<file path="config.mk">
export PLATFORM = sky130hd
export DESIGN_NAME = branch_predictor
export DESIGN_NICKNAME = d
export VERILOG_FILES = /design/src/rtl/bp_pkg.sv /design/src/rtl/bp_btb.sv /design/src/rtl/branch_predictor.sv
export SDC_FILE = /design/constraint.sdc
export NUM_CORES = 2
export LEC_CHECK = 0
export CAP_MARGIN = 20
export CORE_MARGIN = 2
export CORE_UTILIZATION = 60
export CTS_BUF_LIST = sky130_fd_sc_hd__clkbuf_8 sky130_fd_sc_hd__clkbuf_16
export DETAILED_ROUTE_END_ITERATION = 7
export DONT_BUFFER_PORTS = 1
export GPL_TIMING_DRIVEN = 0
export PLACE_DENSITY = 0.84
export SETUP_SLACK_MARGIN = 0.15
export SLEW_MARGIN = 20
export SYNTH_ARGS = -nofsm -noshare
export SYNTH_HDL_FRONTEND = slang
export SYNTH_HIERARCHICAL = 1
export SYNTH_SLANG_ARGS = --single-unit
</file>
<file path="constraint.sdc">
create_clock -name clk -period 99 [get_ports clk]
set_input_delay 19.8 -clock clk [delete_from_list [all_inputs] [get_ports clk]]
set_output_delay 19.8 -clock clk [all_outputs]
set_load 0.01 [all_outputs]
</file>
<file path="src/rtl/bp_pkg.sv">
// Shared parameters, BTB entry layout and counter helper for the branch predictor.
package bp_pkg;

    localparam int unsigned XLEN        = 32;
    localparam int unsigned PHT_ENTRIES = 32;
    localparam int unsigned BTB_ENTRIES = 16;
    localparam int unsigned GHR_W       = 5;
    localparam int unsigned PHT_IDX_W   = $clog2(PHT_ENTRIES);
    localparam int unsigned BTB_IDX_W   = $clog2(BTB_ENTRIES);
    localparam int unsigned TAG_LSB     = BTB_IDX_W + 2;
    localparam int unsigned TAG_W       = XLEN - TAG_LSB;
    localparam int unsigned CNT_W       = 16;

    localparam logic [1:0]  PHT_INIT    = 2'b01;

    typedef struct packed {
        logic             valid;
        logic [TAG_W-1:0] tag;
        logic [XLEN-1:0]  target;
        logic             is_jump;
    } btb_entry_t;

    // 2-bit saturating counter step: up on taken, down otherwise.
    function automatic logic [1:0] sat_step(input logic [1:0] ctr, input logic up);
        logic [1:0] nxt;
        nxt = ctr;
        if (up && ctr != 2'b11) begin
            nxt = ctr + 2'b01;
        end else if (!up && ctr != 2'b00) begin
            nxt = ctr - 2'b01;
        end
        return nxt;
    endfunction

endpackage

</file>
<file path="src/rtl/bp_btb.sv">
// Direct-mapped branch target buffer: combinational lookup port, registered write port.
module bp_btb
    import bp_pkg::*;
(
    input  logic                 clk,
    input  logic                 rst,
    input  logic [BTB_IDX_W-1:0] i_lkp_idx,
    input  logic [TAG_W-1:0]     i_lkp_tag,
    output logic                 o_hit,
    output logic [XLEN-1:0]      o_target,
    output logic                 o_is_jump,
    input  logic                 i_wr_en,
    input  logic [BTB_IDX_W-1:0] i_wr_idx,
    input  btb_entry_t           i_wr_entry
);

    btb_entry_t r_mem [BTB_ENTRIES];
    btb_entry_t w_entry;
    logic       w_hit;

    // Entry storage; a write lands at the edge so same-cycle lookups see the old entry.
    always_ff @(posedge clk or posedge rst) begin
        if (rst) begin
            for (int i = 0; i < int'(BTB_ENTRIES); i++) begin
                r_mem[i] <= '0;
            end
        end else if (i_wr_en) begin
            r_mem[i_wr_idx] <= i_wr_entry;
        end
    end

    // Tag compare; target reads as zero on a miss.
    always_comb begin
        w_entry   = r_mem[i_lkp_idx];
        w_hit     = w_entry.valid && (w_entry.tag == i_lkp_tag);
        o_hit     = w_hit;
        o_target  = w_hit ? w_entry.target : '0;
        o_is_jump = w_hit && w_entry.is_jump;
    end

endmodule

</file>
<file path="src/rtl/branch_predictor.sv">
// Gshare direction predictor with BTB, EX-stage mispredict detection and perf counters.
module branch_predictor
    import bp_pkg::*;
(
    input  logic                 clk,
    input  logic                 rst,
    input  logic [XLEN-1:0]      F_PC,
    output logic                 F_pred_taken,
    output logic [PHT_IDX_W-1:0] F_pht_idx,
    output logic                 F_btb_hit,
    output logic [XLEN-1:0]      F_btb_target,
    input  logic                 E_upd_valid,
    input  logic                 E_is_cond,
    input  logic [XLEN-1:0]      E_PC,
    input  logic [XLEN-1:0]      E_target,
    input  logic                 E_taken,
    input  logic                 E_pred_taken,
    input  logic [PHT_IDX_W-1:0] E_pht_idx,
    input  logic                 E_btb_hit,
    input  logic [XLEN-1:0]      E_btb_target,
    output logic                 E_mispredict,
    output logic [XLEN-1:0]      E_redirect_pc,
    output logic [CNT_W-1:0]     br_count,
    output logic [CNT_W-1:0]     mis_count
);

    logic [1:0]           r_pht [PHT_ENTRIES];
    logic [GHR_W-1:0]     r_ghr;
    logic [CNT_W-1:0]     r_br_count;
    logic [CNT_W-1:0]     r_mis_count;

    logic [PHT_IDX_W-1:0] w_pht_idx;
    logic [1:0]           w_pht_ctr;
    logic                 w_btb_hit;
    logic [XLEN-1:0]      w_btb_target;
    logic                 w_btb_jump;
    logic                 w_cond_upd;
    logic                 w_btb_wr;
    btb_entry_t           w_btb_wr_entry;
    logic                 w_unused;

    // E_btb_hit is carried for symmetry only; PC byte offset never matters.
    assign w_unused = ^{E_btb_hit, F_PC[1:0]};

    assign w_cond_upd = E_upd_valid && E_is_cond;
    assign w_btb_wr   = E_upd_valid && E_taken;

    // Only taken transfers allocate; JAL/JALR entries are marked as unconditional.
    always_comb begin
        w_btb_wr_entry         = '0;
        w_btb_wr_entry.valid   = 1'b1;
        w_btb_wr_entry.tag     = E_PC[XLEN-1:TAG_LSB];
        w_btb_wr_entry.target  = E_target;
        w_btb_wr_entry.is_jump = !E_is_cond;
    end

    bp_btb u_btb (
        .clk        (clk),
        .rst        (rst),
        .i_lkp_idx  (F_PC[TAG_LSB-1:2]),
        .i_lkp_tag  (F_PC[XLEN-1:TAG_LSB]),
        .o_hit      (w_btb_hit),
        .o_target   (w_btb_target),
        .o_is_jump  (w_btb_jump),
        .i_wr_en    (w_btb_wr),
        .i_wr_idx   (E_PC[TAG_LSB-1:2]),
        .i_wr_entry (w_btb_wr_entry)
    );

    // Fetch-side lookup; prediction is forced quiet while reset is held.
    always_comb begin
        w_pht_idx    = F_PC[PHT_IDX_W+1:2] ^ r_ghr;
        w_pht_ctr    = r_pht[w_pht_idx];
        F_pht_idx    = rst ? F_PC[PHT_IDX_W+1:2] : w_pht_idx;
        F_btb_hit    = !rst && w_btb_hit;
        F_btb_target = rst ? '0 : w_btb_target;
        F_pred_taken = !rst && w_btb_hit && (w_btb_jump || w_pht_ctr[1]);
    end

    // Resolution: wrong direction, or taken to a target other than the predicted one.
    always_comb begin
        E_mispredict  = E_upd_valid &&
                        ((E_taken != E_pred_taken) ||
                         (E_taken && (E_target != E_btb_target)));
        E_redirect_pc = E_taken ? E_target : E_PC + XLEN'(4);
    end

    // PHT and global history train on conditional branches only.
    always_ff @(posedge clk or posedge rst) begin
        if (rst) begin
            for (int i = 0; i < int'(PHT_ENTRIES); i++) begin
                r_pht[i] <= PHT_INIT;
            end
            r_ghr <= '0;
        end else if (w_cond_upd) begin
            r_pht[E_pht_idx] <= sat_step(r_pht[E_pht_idx], E_taken);
            r_ghr            <= {r_ghr[GHR_W-2:0], E_taken};
        end
    end

    // Saturating performance counters.
    always_ff @(posedge clk or posedge rst) begin
        if (rst) begin
            r_br_count  <= '0;
            r_mis_count <= '0;
        end else begin
            if (E_upd_valid && (r_br_count != '1)) begin
                r_br_count <= r_br_count + CNT_W'(1);
            end
            if (E_mispredict && (r_mis_count != '1)) begin
                r_mis_count <= r_mis_count + CNT_W'(1);
            end
        end
    end

    assign br_count  = r_br_count;
    assign mis_count = r_mis_count;

endmodule

</file>
* Word-level counts from Yosys, hierarchy flattened *
Index checks and enable logic that the tools add are counted.

word-level totals
  register bits after elaboration = 1061
  input port bits = 140
  output and inout port bits = 104
  word-level logic and storage cells = 163

operators by class
  $add $sub $neg = 5
  $lt $le $gt $ge = 6
  eq/ne operators = 6
  muxes and demuxes = 22
  bitwise operators = 5
  reduce and logical (&&, ||, !) cells = 20

operators with widths
  cell                                                number
  bitwise mux 960 bit                                 1
  binary-select mux 60 bit (select 4 bit)             1
  demux 60 bit (select 4 bit)                         1
  2-to-1 mux 60 bit                                   3
  2-to-1 mux 32 bit                                   3
  bitwise mux 64 bit                                  1
  adder 16 x 1 -> 16 bit, second input constant       2
  adder 32 x 3 -> 32 bit, second input constant       1
  inequality test 16 bit, second input constant       2
  inequality test 32 bit                              1
  == test 26 bit                                      1
  binary-select mux 2 bit (select 5 bit)              2
  2-to-1 mux 2 bit                                    8
  logical AND 1 bit                                   14
  >= comparator 6 bit, second input constant          2
  NOT 5 -> 6 bit                                      2
  demux 2 bit (select 5 bit)                          1
  >= comparator 5 bit, second input constant          2
  NOT 4 -> 5 bit                                      2
  < comparator 6 x 1 -> 1 bit, second input constant  1
  < comparator 5 x 1 -> 1 bit, second input constant  1
  2-to-1 mux 5 bit                                    1
  bitwise XOR 5 bit                                   1
  logical NOT 1 bit                                   3
  6 further kinds                                     7

* Logic depth before layout (Yosys ltp) *
  depth in word-level cells = 10
  gate-level depth with buffers = 14

* Cells and area by module *
The synthesis kept the hierarchy.

by module, submodules not included
  module            instances  cells an instance  area an instance (um^2)  sequential area each (um^2)
  bp_btb            1          2674               43982.2                  24023.0
  branch_predictor  1          703                6668.9                   2567.5

* Least setup slack after synthesis *
No wires, ideal clock.

  path type = input to output
  start point = input F_PC[2]
  end point = output F_pred_taken
  arrival = 22.522 ns
  required time = 79.200 ns
  setup slack = 56.678 ns
  cell stages on the path = 11
  path buffers = 3
  path through = buf_6 > buf_2 > mux4_2 > or2_2 > a31oi_1 > mux2i_1 > nand4_1 > buf_2 > nor3_1 > nor2b_1 > o211a_1

between the ends
  elaborated cells between the ends (all ways) = 15

RTL lines
  element                                                 line                    source
  start, declared                                         branch_predictor.sv:7   input logic [XLEN-1:0] F_PC,
  NOT 4 -> 5 bit (implied by the code) *                  bp_btb.sv:34            w_entry = r_mem[i_lkp_idx];
  binary-select mux 60 bit (select 4 bit) *               bp_btb.sv:34
  2-to-1 mux 60 bit (implied by the code) * (2 in a row)  bp_btb.sv:34
  == test 26 bit                                          bp_btb.sv:35            w_hit = w_entry.valid && (w_entry.tag == i_lkp_tag);
  logical AND 1 bit *                                     bp_btb.sv:35
  via w_btb_hit                                           branch_predictor.sv:34  logic w_btb_hit;
  logical AND 1 bit *                                     --
  via F_btb_hit                                           branch_predictor.sv:10  output logic F_btb_hit,
  logical AND 1 bit *                                     branch_predictor.sv:77  F_pred_taken = !rst && w_btb_hit && (w_btb_jump || w_pht_ctr[1]);
  end, declared                                           branch_predictor.sv:8   output logic F_pred_taken,

The timed path passes the listed nets; every way through them passes the cells marked *. The select of a mux whose other input is x is not followed.

* Final worst setup path *
  start point = input F_PC[3]
  end point = output F_pred_taken

The elaborated chain is that of the path after synthesis.

==> tab_implementation.tex <==
\begin{tabular}{lr}
\hline
Metric & Value \\
\hline
\multicolumn{2}{l}{\textbf{Power}} \\
Power density relative to cell area & 21.3 mW/mm\^{}2 \\
Static leakage & 24.5 nW \\
Worst IR Drop VDD & 0.0000169 V \\
\multicolumn{2}{l}{\textbf{Worst setup path}} \\
Origin of the critical flop-to-flop path & r\_pht[5] \\
Endpoint kind of the worst setup timing path & output pin \\
Critical Path RT & 79.20 ns \\
Stage delay of the slowest cell on the critical path & 0.92 ns \\
Slowest library cell on the worst path & clkbuf\_1 \\
Critical path cell sequence & buf\_6 > buf\_4 > buf\_1 > clkbuf\_1 > nor4b\_1 > a31oi\_1 > o2111a\_1 > nand4\_1 > buf\_2 > nor3\_1 > nor2b\_1 > o211a\_1 \\
Data arrival, critical path & 25.34 ns \\
Maximum fanout count along the critical path & 10 \\
Critical Setup Path Class & primary input to output pin \\
Critical Path Start & F\_PC[3] \\
Kind of start point of the critical path & primary input \\
\multicolumn{2}{l}{\textbf{Clock network}} \\
Total clock sinks & 1061 \\
H-tree depth & 3 \\
Clock-pin slew on the worst setup and hold paths & 0.06 ns \\
Clock buffer count from CTS & 106 \\
Buffers inserted by post-CTS timing repair & 0 \\
Clk buf depth & 3 \\
Clock root buffer & clkbuf\_16 \\
TritonCTS clock tree & done \\
Number of hold buffers added after cts & 0 \\
Post-cts repair resize count & 0 \\
Latest clock arrival within the worst-skew pair & 0.68 ns \\
\multicolumn{2}{l}{\textbf{Floorplanning}} \\
Overall die height & 295 microns \\
Rows & 106 \\
Area of the die & 0.0868 sq mm \\
Placeable core region & 0.0836 sq mm \\
Effective utilization at floorplan & 0.606 \\
Count of boundary I/O pins & 244 \\
Die boundary width & 295 microns \\
\multicolumn{2}{l}{\textbf{GRT}} \\
Number of antenna violations at the first check in global routing & 11 \\
Via count of the first global-routing pass & 33500 \\
Global-route congestion overflow total & 0 \\
Global-route wire length before repair & 222000 microns \\
Largest net degree at the start of global routing & 107 \\
Total Routing Usage GR & 0.354 \\
\multicolumn{2}{l}{\textbf{Job}} \\
Number of max-capacitance violations reported & 0 \\
\multicolumn{2}{l}{\textbf{Status}} \\
Violated checks & design-rule violations \\
Outcome & finished, violations left \\
\multicolumn{2}{l}{\textbf{Layout}} \\
Post-layout instance area & 0.0561 sq mm \\
Layout-stage area growth over the synthesis result & 10.7\% \\
Number of nets at the end of the flow & 3650 \\
Share of final-layout standard cells stronger than drive strength 1 & 0.444 \\
Finished Layout Cells & 4681 \\
Commonest non-fill, non-tap cells in the layout & dfrtp\_1 (1029), mux2\_2 (977), mux4\_2 (261), clkbuf\_1 (166), nand2\_1 (165) \\
Leading cell type in the layout, fill and taps excluded & dfrtp\_1 \\
Fillers & 5535 \\
\multicolumn{2}{l}{\textbf{Synth}} \\
Proportion of synthesized chip area in sequential cells & 0.525 \\
Syn Area/Cell & 15.0 sq um \\
Number of enable flip-flop cells after synthesis & 0 \\
Post-synth ARST share & 1.00 \\
Mapped Cells & 3377 \\
Synthesized flop and latch total & 1061 \\
Warnings, synthesis & 6 \\
Number of distinct library cells after synthesis & 74 \\
Most used flip-flop cell after synthesis & dfrtp\_1 \\
Synthesized cell area & 0.0507 sq mm \\
\multicolumn{2}{l}{\textbf{Route}} \\
Final ANT Viol Nets & 0 \\
DR pass1 iterations & 8 \\
Number of design-rule violations left by the first detailed-router iteration & 3208 \\
Vias per cell & 6.89 \\
Average wire length per cell after detail routing & 32.2 microns \\
Count of vias placed by the detailed router & 32200 \\
Number of remaining DRC errors & 1 \\
Total wire length after detailed routing & 151000 microns \\
\multicolumn{2}{l}{\textbf{Timing}} \\
Final setup vio count & 0 \\
Minimum hold slack & 0.461 ns \\
Setup repair after global routing missed its margin & no \\
Actual transition at the worst max-transition pin & 1.39 ns \\
Worst clock skew & 0.0227 ns \\
Worst rel slew slack & 0.0720 \\
Final Hold Fails & 0 \\
Period utilisation layout & 0.456 \\
Highest clock rate & 22.2 MHz \\
Max-slew violations & 0 \\
Post-Route Setup TNS & 0 ns \\
Final critical path time including I/O delays and setup & 45.14 ns \\
\multicolumn{2}{l}{\textbf{Place}} \\
Number of cells after detailed placement & 4477 \\
Placement Cell Area & 0.0524 sq mm \\
Estimated wirelength of the detail-placed design & 101000 microns \\
Count of port buffers added during placement & 0 \\
Routability congestion estimate & 0.951 \\
\multicolumn{2}{l}{\textbf{Worst hold path}} \\
Worst min-delay path startpoint & r\_pht[56] \\
Hold Path Class & flop to flop \\
\hline
\end{tabular}
logic make-up (layout without fill, tap and decap cells):
family | Yosys count | count (layout) | share of synthesized area
buffers and inverters | 287 | 498 | 0.0262
and+or+nand+nor | 420 | 420 | 0.0485
adders and majority gates | 5 | 5 | 0.00124
DFF | 1061 | 1061 | 0.525
muxes | 1325 | 1325 | 0.358
xor gates and xnor gates | 120 | 120 | 0.0209
AOI/OAI and AO/OA | 158 | 158 | 0.0199
other | 1 | 14 | 0.0000740
where the power goes:
group	leakage (nW)	switching (mW)	internal (mW)
sequential	13.5	0.0498	0.520
combinational	9.13	0.0885	0.120
clock	1.89	0.177	0.243
through the flow:
step           setup slack (ns)  total power, mW   util
3_5_place_dp              54.19            0.777  0.627
4_1_cts                   54.22             1.20  0.671
5_1_grt                   53.99             1.24  0.671
2_1_floorplan             52.20            0.722      -
3_3_place_gp              42.29            0.765  0.623
6_report                  53.86             1.20  0.671
routing by layer:
metal | up-vias | part of all wire | global-route usage
met5 | - | 0.0012 | 0
met4 | 10 | 0.059 | 0.186
met3 | 522 | 0.12 | 0.140
met2 | 1881 | 0.45 | 0.531
met1 | 17000 | 0.36 | 0.445
li1 | 12800 | - | -
worst paths after layout:
check | cells past startpoint | slack (ns) | endpoint
setup / recovery | 12 | 53.86 | F_pred_taken
hold / removal | 2 | 0.46 | r_pht[56]
setup reg to reg | 9 | 96.23 | r_pht[48]
hold reg to reg | 2 | 0.46 | r_pht[56]
max in group asynchronous | 6 | 77.59 | u_btb/r_mem[389]
min in group asynchronous | 1 | 18.95 | mis_count[11]
sequential cells by signal, summed over array words and instances (netlist names):
signal       count
br_count        16
u_btb/r_mem    960
r_ghr            5
r_pht           64
mis_count       16
critical path: cells and delay by family:
kind | cells | cell delay (ns)
AO/OA/AOI/OAI | 3 | 0.73
buffers and inverters | 5 | 2.79
AND/OR/NAND/NOR | 4 | 1.98
Yosys cell counts, types with 30 or more instances:
library cell / instances / share of area
nand2_1: 165 / 0.012
mux2i_1: 63 / 0.012
nand3_1: 30 / 0.0030
o21ai_0: 80 / 0.0079
xnor2_1: 79 / 0.014
nor2b_1: 43 / 0.0053
buf_1: 30 / 0.0022
mux4_2: 261 / 0.12
mux2_2: 977 / 0.22
dfrtp_1: 1029 / 0.51
xor2_1: 40 / 0.0069
nor2_1: 34 / 0.0025
clkbuf_1: 169 / 0.013
dfstp_2: 32 / 0.017
buf_2: 38 / 0.0038
area by class of cell:
class                   count  area (sq um)  share of cell area
plain buffers             270          1270              0.0226
clock inverters            74           772              0.0138
repair buffers             14           327             0.00582
inverters                  17          76.3             0.00136
diodes                      7          17.5            0.000312
well taps                1080          1350              0.0241
flip-flops and latches   1061         26600               0.474
multi-input cells        2035         22800               0.406
clock buffers             123          2890              0.0515
No activity file was read; power rests on OpenSTA's default activity.
